<file path="config.mk">
export PLATFORM = sky130hd
export DESIGN_NAME = bit_deserializer
export DESIGN_NICKNAME = d
export VERILOG_FILES = /design/src/rtl/bit_deserializer.sv
export SDC_FILE = /design/constraint.sdc
export NUM_CORES = 1
export LEC_CHECK = 0
export CAP_MARGIN = 10
export CELL_PAD_IN_SITES_DETAIL_PLACEMENT = 0
export CELL_PAD_IN_SITES_GLOBAL_PLACEMENT = 1
export CORE_MARGIN = 2
export CORE_UTILIZATION = 40
export CTS_CLUSTER_DIAMETER = 80
export CTS_CLUSTER_SIZE = 28
export DETAILED_ROUTE_END_ITERATION = 8
export GPL_TIMING_DRIVEN = 0
export PLACE_DENSITY_LB_ADDON = 0.1
export SYNTH_ARGS = -nofsm -noshare
export SYNTH_HDL_FRONTEND = slang
export SYNTH_SLANG_ARGS = --single-unit
</file>
<file path="constraint.sdc">
create_clock -name clk -period 1.9 [get_ports clk]
set_clock_uncertainty 0.05 [all_clocks]
set_input_delay 0.38 -clock clk [delete_from_list [all_inputs] [get_ports clk]]
set_output_delay 0.38 -clock clk [all_outputs]
set_load 0.05 [all_outputs]
</file>
<file path="src/rtl/bit_deserializer.sv">
// rtl/bit_deserializer.sv - serial bit stream to WIDTH-bit word assembler with one-word holding register
module bit_deserializer #(
    parameter int WIDTH     = 8,
    parameter bit MSB_FIRST = 1'b0,
    localparam int CW       = $clog2(WIDTH)
) (
    input  logic             clk,
    input  logic             rst_n,
    input  logic             flush,
    input  logic             in_valid,
    input  logic             in_bit,
    output logic             in_ready,
    output logic             out_valid,
    output logic [WIDTH-1:0] out_word,
    input  logic             out_ready,
    output logic [CW-1:0]    bit_count
);

    localparam logic [CW-1:0] LAST = CW'(WIDTH - 1);

    logic [WIDTH-1:0] shift_reg;
    logic [WIDTH-1:0] assembled;
    logic [CW-1:0]    pos;
    logic             last_bit;
    logic             accept;
    logic             handoff;

    // Only the final bit of a word can be blocked, and only while the holding register stays occupied.
    assign last_bit = (bit_count == LAST);
    assign in_ready = !flush && !(last_bit && out_valid && !out_ready);
    assign accept   = in_valid && in_ready;
    assign handoff  = out_valid && out_ready;
    assign pos      = MSB_FIRST ? (LAST - bit_count) : bit_count;

    // Partial word with the incoming bit dropped into its slot.
    always_comb begin
        assembled      = shift_reg;
        assembled[pos] = in_bit;
    end

    // Word assembly and holding register; a final-bit accept reloads the holding register even during a handoff.
    always_ff @(posedge clk or negedge rst_n) begin
        if (!rst_n) begin
            bit_count <= '0;
            shift_reg <= '0;
            out_valid <= 1'b0;
            out_word  <= '0;
        end else begin
            if (handoff) begin
                out_valid <= 1'b0;
            end
            if (flush) begin
                bit_count <= '0;
                shift_reg <= '0;
            end else if (accept) begin
                if (last_bit) begin
                    out_word  <= assembled;
                    out_valid <= 1'b1;
                    bit_count <= '0;
                    shift_reg <= '0;
                end else begin
                    shift_reg <= assembled;
                    bit_count <= bit_count + 1'b1;
                end
            end
        end
    end

endmodule

</file>
# --- After elaboration in Yosys (flattened, before gate mapping) ---
# Cells that the tools add are included.
# W data, S select, Z words.
word_totals:
  reg_bits: 20
  word_cells: 33
classes:
  reduce_logical: 11
  n_mux: 13
  eq_ne: 1
  order_cmp: 2
  add_sub_neg: 1
  bitwise_logic: 1
ops:
  columns: ["cell", "n"]
  rows:
  - ["$mux W8", 3]
  - ["$mux W3", 3]
  - ["$bwmux W8", 1]
  - ["$logic_and A1 B1 Y1", 6]
  - ["$mux W1", 5]
  - ["$lt A3 B4 Y1 const B", 1]
  - ["$add A3 B1 Y3 const B", 1]
  - ["$demux W1 S3", 1]
  - ["$eq A3 B3 Y1 const B", 1]
  - ["$ge A3 B1 Y1 const B", 1]
  - ["$logic_not A1 Y1", 3]
  - ["$reduce_and A3 Y1", 1]
  - ["$reduce_bool A2 Y1", 1]
  - ["$not A1 Y1", 1]

# --- Logic depth before layout (Yosys ltp) ---
logic_depth:
  ltp_word: 8
  depth_mapped: 5
  ltp_nobuf: 5

# --- Worst setup path before layout ---
# Ideal clock, no wire load.
synth_timing:
  path_kind: "reg-to-output"
  start: "register bit_count[0]"
  end: "output port in_ready"
  t_arrival_ps: 1953
  setup_slack_ps: -483
  required_ps: 1470
  path_stages_with_launch: 5
  path_cell_list: "dfrtp_1 -> ha_1 -> ha_1 -> and3b_1 -> nor2_1"
synth_via:
  elab_chain_cells: 5
synth_rtl:
  columns: ["element", "line_no", "source"]
  rows:
  - ["start, declared", "16", "output logic [CW-1:0] bit_count"]
  - ["start signal, assigned", "63", "bit_count <= bit_count + 1'b1;"]
  - ["$eq A3 B3 Y1", "29", "assign last_bit = (bit_count == LAST);"]
  - ["$logic_and A1 B1 Y1 (2 in series)", "30", "assign in_ready = !flush && !(last_bit && out_valid && !out_ready);"]
  - ["$logic_not A1 Y1", "30", null]
  - ["$logic_and A1 B1 Y1", "30", null]
  - ["end, declared", "12", "output logic in_ready,"]
# No other way between the ends.

# --- Final worst setup path ---
layout_timing:
  start: "register bit_count[1]"
  end: "output port in_ready"
# Same word-level chain as after synthesis.

==> results.py <==
metrics = {
    "run_status": {
        "status": "complete, but fails checks",
        "violations": "setup timing",
    },
    "grt": {
        "grt-ovfl-total": 0,
        "grt_pass1_wl_mm": 3.17,
        "grt_max_degree": 21,
        "grt_pass1_vias": 668,
        "antenna_found_initial": 0,
        "track_usage": 0.151,
    },
    "yosys": {
        "yosys.area.top_type_share": 0.486,
        "yosysWarnings": 0,
        "synth_area_sq_mm": 0.00103,
        "synth.avg_cell_area_sq_um": 12.7,
        "ys_types": 22,
        "synth_area_leaders": "dfrtp_1, mux2i_1, mux2_4, o2bb2ai_1, nand3b_4",
        "synth_seq_cells": 20,
        "netlist_instances": 81,
        "synthesis.nets": 89,
        "seq_area_frac_synth": 0.486,
        "yosysTopAreaCell": "dfrtp_1",
    },
    "drt": {
        "vias": 709,
        "finalWirelength_mm": 1.96,
        "initialDrtViolationCount": 7,
        "viasPerCell": 5.18,
        "antenna_left": 0,
        "drc": 0,
        "first_pass_iters": 2,
        "wire_per_inst_um": 14.3,
    },
    "power": {
        "swShare": 0.258,
        "intPower_uw": 599,
        "p_per_area_mw_per_mm2": 602,
        "p_leak_uw": 0.000660,
        "power_frac_seq": 0.545,
        "clkPwrFrac": 0.309,
        "peakVddDrop_mv": 0.443,
        "netSwitchingPower_uw": 208,
        "power_frac_comb": 0.145,
    },
    "layout": {
        "regArea_sq_um": 503,
        "area_growth_pct": 30.1,
        "layout_common_cells": "dfrtp_1, dlygate4sd2_1, mux2i_1",
        "layoutNonFillerInstCount": 137,
        "n_antenna_cell": 0,
        "final_util": 0.546,
        "final_common_cell": "dfrtp_1",
        "drive_gt1_frac": 0.280,
        "layout.nets": 116,
        "n_fill_cell": 231,
        "multi_input_area_sq_um": 507,
    },
    "die": {
        "initial_core_util": 0.419,
        "fp.coreArea_sq_mm": 0.00245,
        "die_h_um": 54.7,
        "rows": 18,
        "die_w_um": 54.7,
        "ioPinCount": 19,
        "die_area_sq_mm": 0.00300,
    },
    "min_path": {
        "hold_path.class": "register to register",
        "min_from": "shift_reg[1]",
    },
    "job": {
        "max-cap-violations": 0,
    },
    "placed_design": {
        "dpl.hpwl_mm": 1.32,
        "place_congestion": 0.722,
        "io_buffers": 18,
        "post-place-cells": 129,
    },
    "clock_tree": {
        "cts_tree": "done",
        "cts_made_buffers": 3,
        "clockBufferDepth": 2,
        "clk_pin_slew_worst_paths_ns": 0.12,
        "clock_latency_ns": 0.30,
        "cts_root_buf": "clkbuf_4",
        "htree_levels": 1,
        "cts.sinks": 20,
    },
    "timing": {
        "max_freq_mhz": 508,
        "worst_slack_ns": -0.0696,
        "final_max_slew_viol_count": 0,
        "setup_viol_count_final": 1,
        "fin_crit_ns": 1.97,
        "worstMarginPinSlew_ns": 0.911,
        "hold_viol_final": 0,
        "min_period_over_period": 1.04,
        "slew_headroom": 0.391,
        "rsz0062_at_grt": "yes",
    },
    "worst_setup_path": {
        "cp_slowest_stage_delay_ns": 0.45,
        "critPathKind": "register to primary output",
        "cp_slowest_cell": "dfrtp_2",
        "cp_max_fo": 3,
        "cp-end-kind": "primary output",
        "cp_cell_sequence": "ha_4, ha_4, and3b_2, nor2_4, buf_6",
        "startpoint": "bit_count[1]",
        "crit_arrival_ns": 1.54,
        "crit_required_ns": 1.47,
        "start_kind": "register",
        "cpMostUsedCell": "ha_4",
        "reg2reg_from": "bit_count[1]",
    },
}
## cells in the mapped netlist (all sizes together)
library cell,n
mux2,7
nor3b,3
a21oi,4
mux2i,10
ha,2
o21ai,3
a22o,3
inv,8
nor2,1
and3b,1
o2bb2ai,5
or3,1
dfrtp,20
buf,3
nand3b,5
nand3,3
nor3,2
## routing by layer
metal / track usage / vias to the layer above / wire length, um
li1: - / 347 / -
met3: 0.0328 / 2 / 69
met2: 0.224 / 11 / 910
met5: 0 / - / 0
met1: 0.215 / 349 / 972
met4: 0.0500 / 0 / 12
## what timing repair did
| item | in CTS | in global routing |
|---|---|---|
| buffers inserted | 3 | 1 |
| gates resized for setup | 22 | 1 |
| pin swaps | 0 | 2 |
| hold buffers | 0 | 0 |
| setup endpoints to repair | 12 | 2 |
## through the flow
step                setup TNS [ns]  hold WS, ns  setup WS (ns)  total power (uW)  cell area, sq um
floorplan                        0       0.0344        0.00800               515              1040
global placement            -0.976        0.421         -0.549               561              1260
detailed placement           -1.22        0.425         -0.557               562              1260
CTS                        -0.0982        0.457        -0.0982               812              1330
global route                -0.135        0.475         -0.135               848              1340
finish                     -0.0696        0.454        -0.0696               806              1340
## path summary, 6_finish.rpt
check / to / slack [ns] / cells after the start
min: shift_reg[1] / 0.45 / 1
min in group asynchronous: shift_reg[6] / 0.53 / 1
max in group asynchronous: bit_count[0] / 0.65 / 1
max reg2reg: bit_count[0] / 0.15 / 6
min reg2reg: shift_reg[1] / 0.45 / 1
max: in_ready / -0.07 / 5
## kinds of logic (layout without fill, tap and decap cells)
family	after synthesis	count (layout)	synth area share
DFF	20	20	0.486
muxes	17	17	0.188
and+or+nand+nor	16	16	0.130
AOI/OAI and AO/OA	15	15	0.117
buffers and inverters	11	37	0.0547
adders and majority gates	2	2	0.0243
## critical path: cells and delay by family (launching register included)
family	cells	cell delay [ns]
AND/OR/NAND/NOR	2	0.31
flip-flops	1	0.45
adder cells (fa/ha/maj)	2	0.32
buffers and inverters	1	0.16
## layout make-up
type / instances / share of cell area
Sequential cell: 20 / 0.375
Inverter: 8 / 0.0224
Multi-Input combinational cell: 50 / 0.378
Buffer: 3 / 0.0196
Timing Repair Buffer: 22 / 0.149
Clock buffer: 4 / 0.0271
Tap cell: 30 / 0.0280
## power by group through the flow
stage                     sequential [uW]  combinational, uW  clock, uW
after floorplan                       463               52.2          0
after global placement                447                114          0
after detailed placement              447                114          0
after CTS                             440                117        255
after global routing                  441                128        278
final                                 440                117        250
Note: power is estimated with default switching activity, not from simulation.
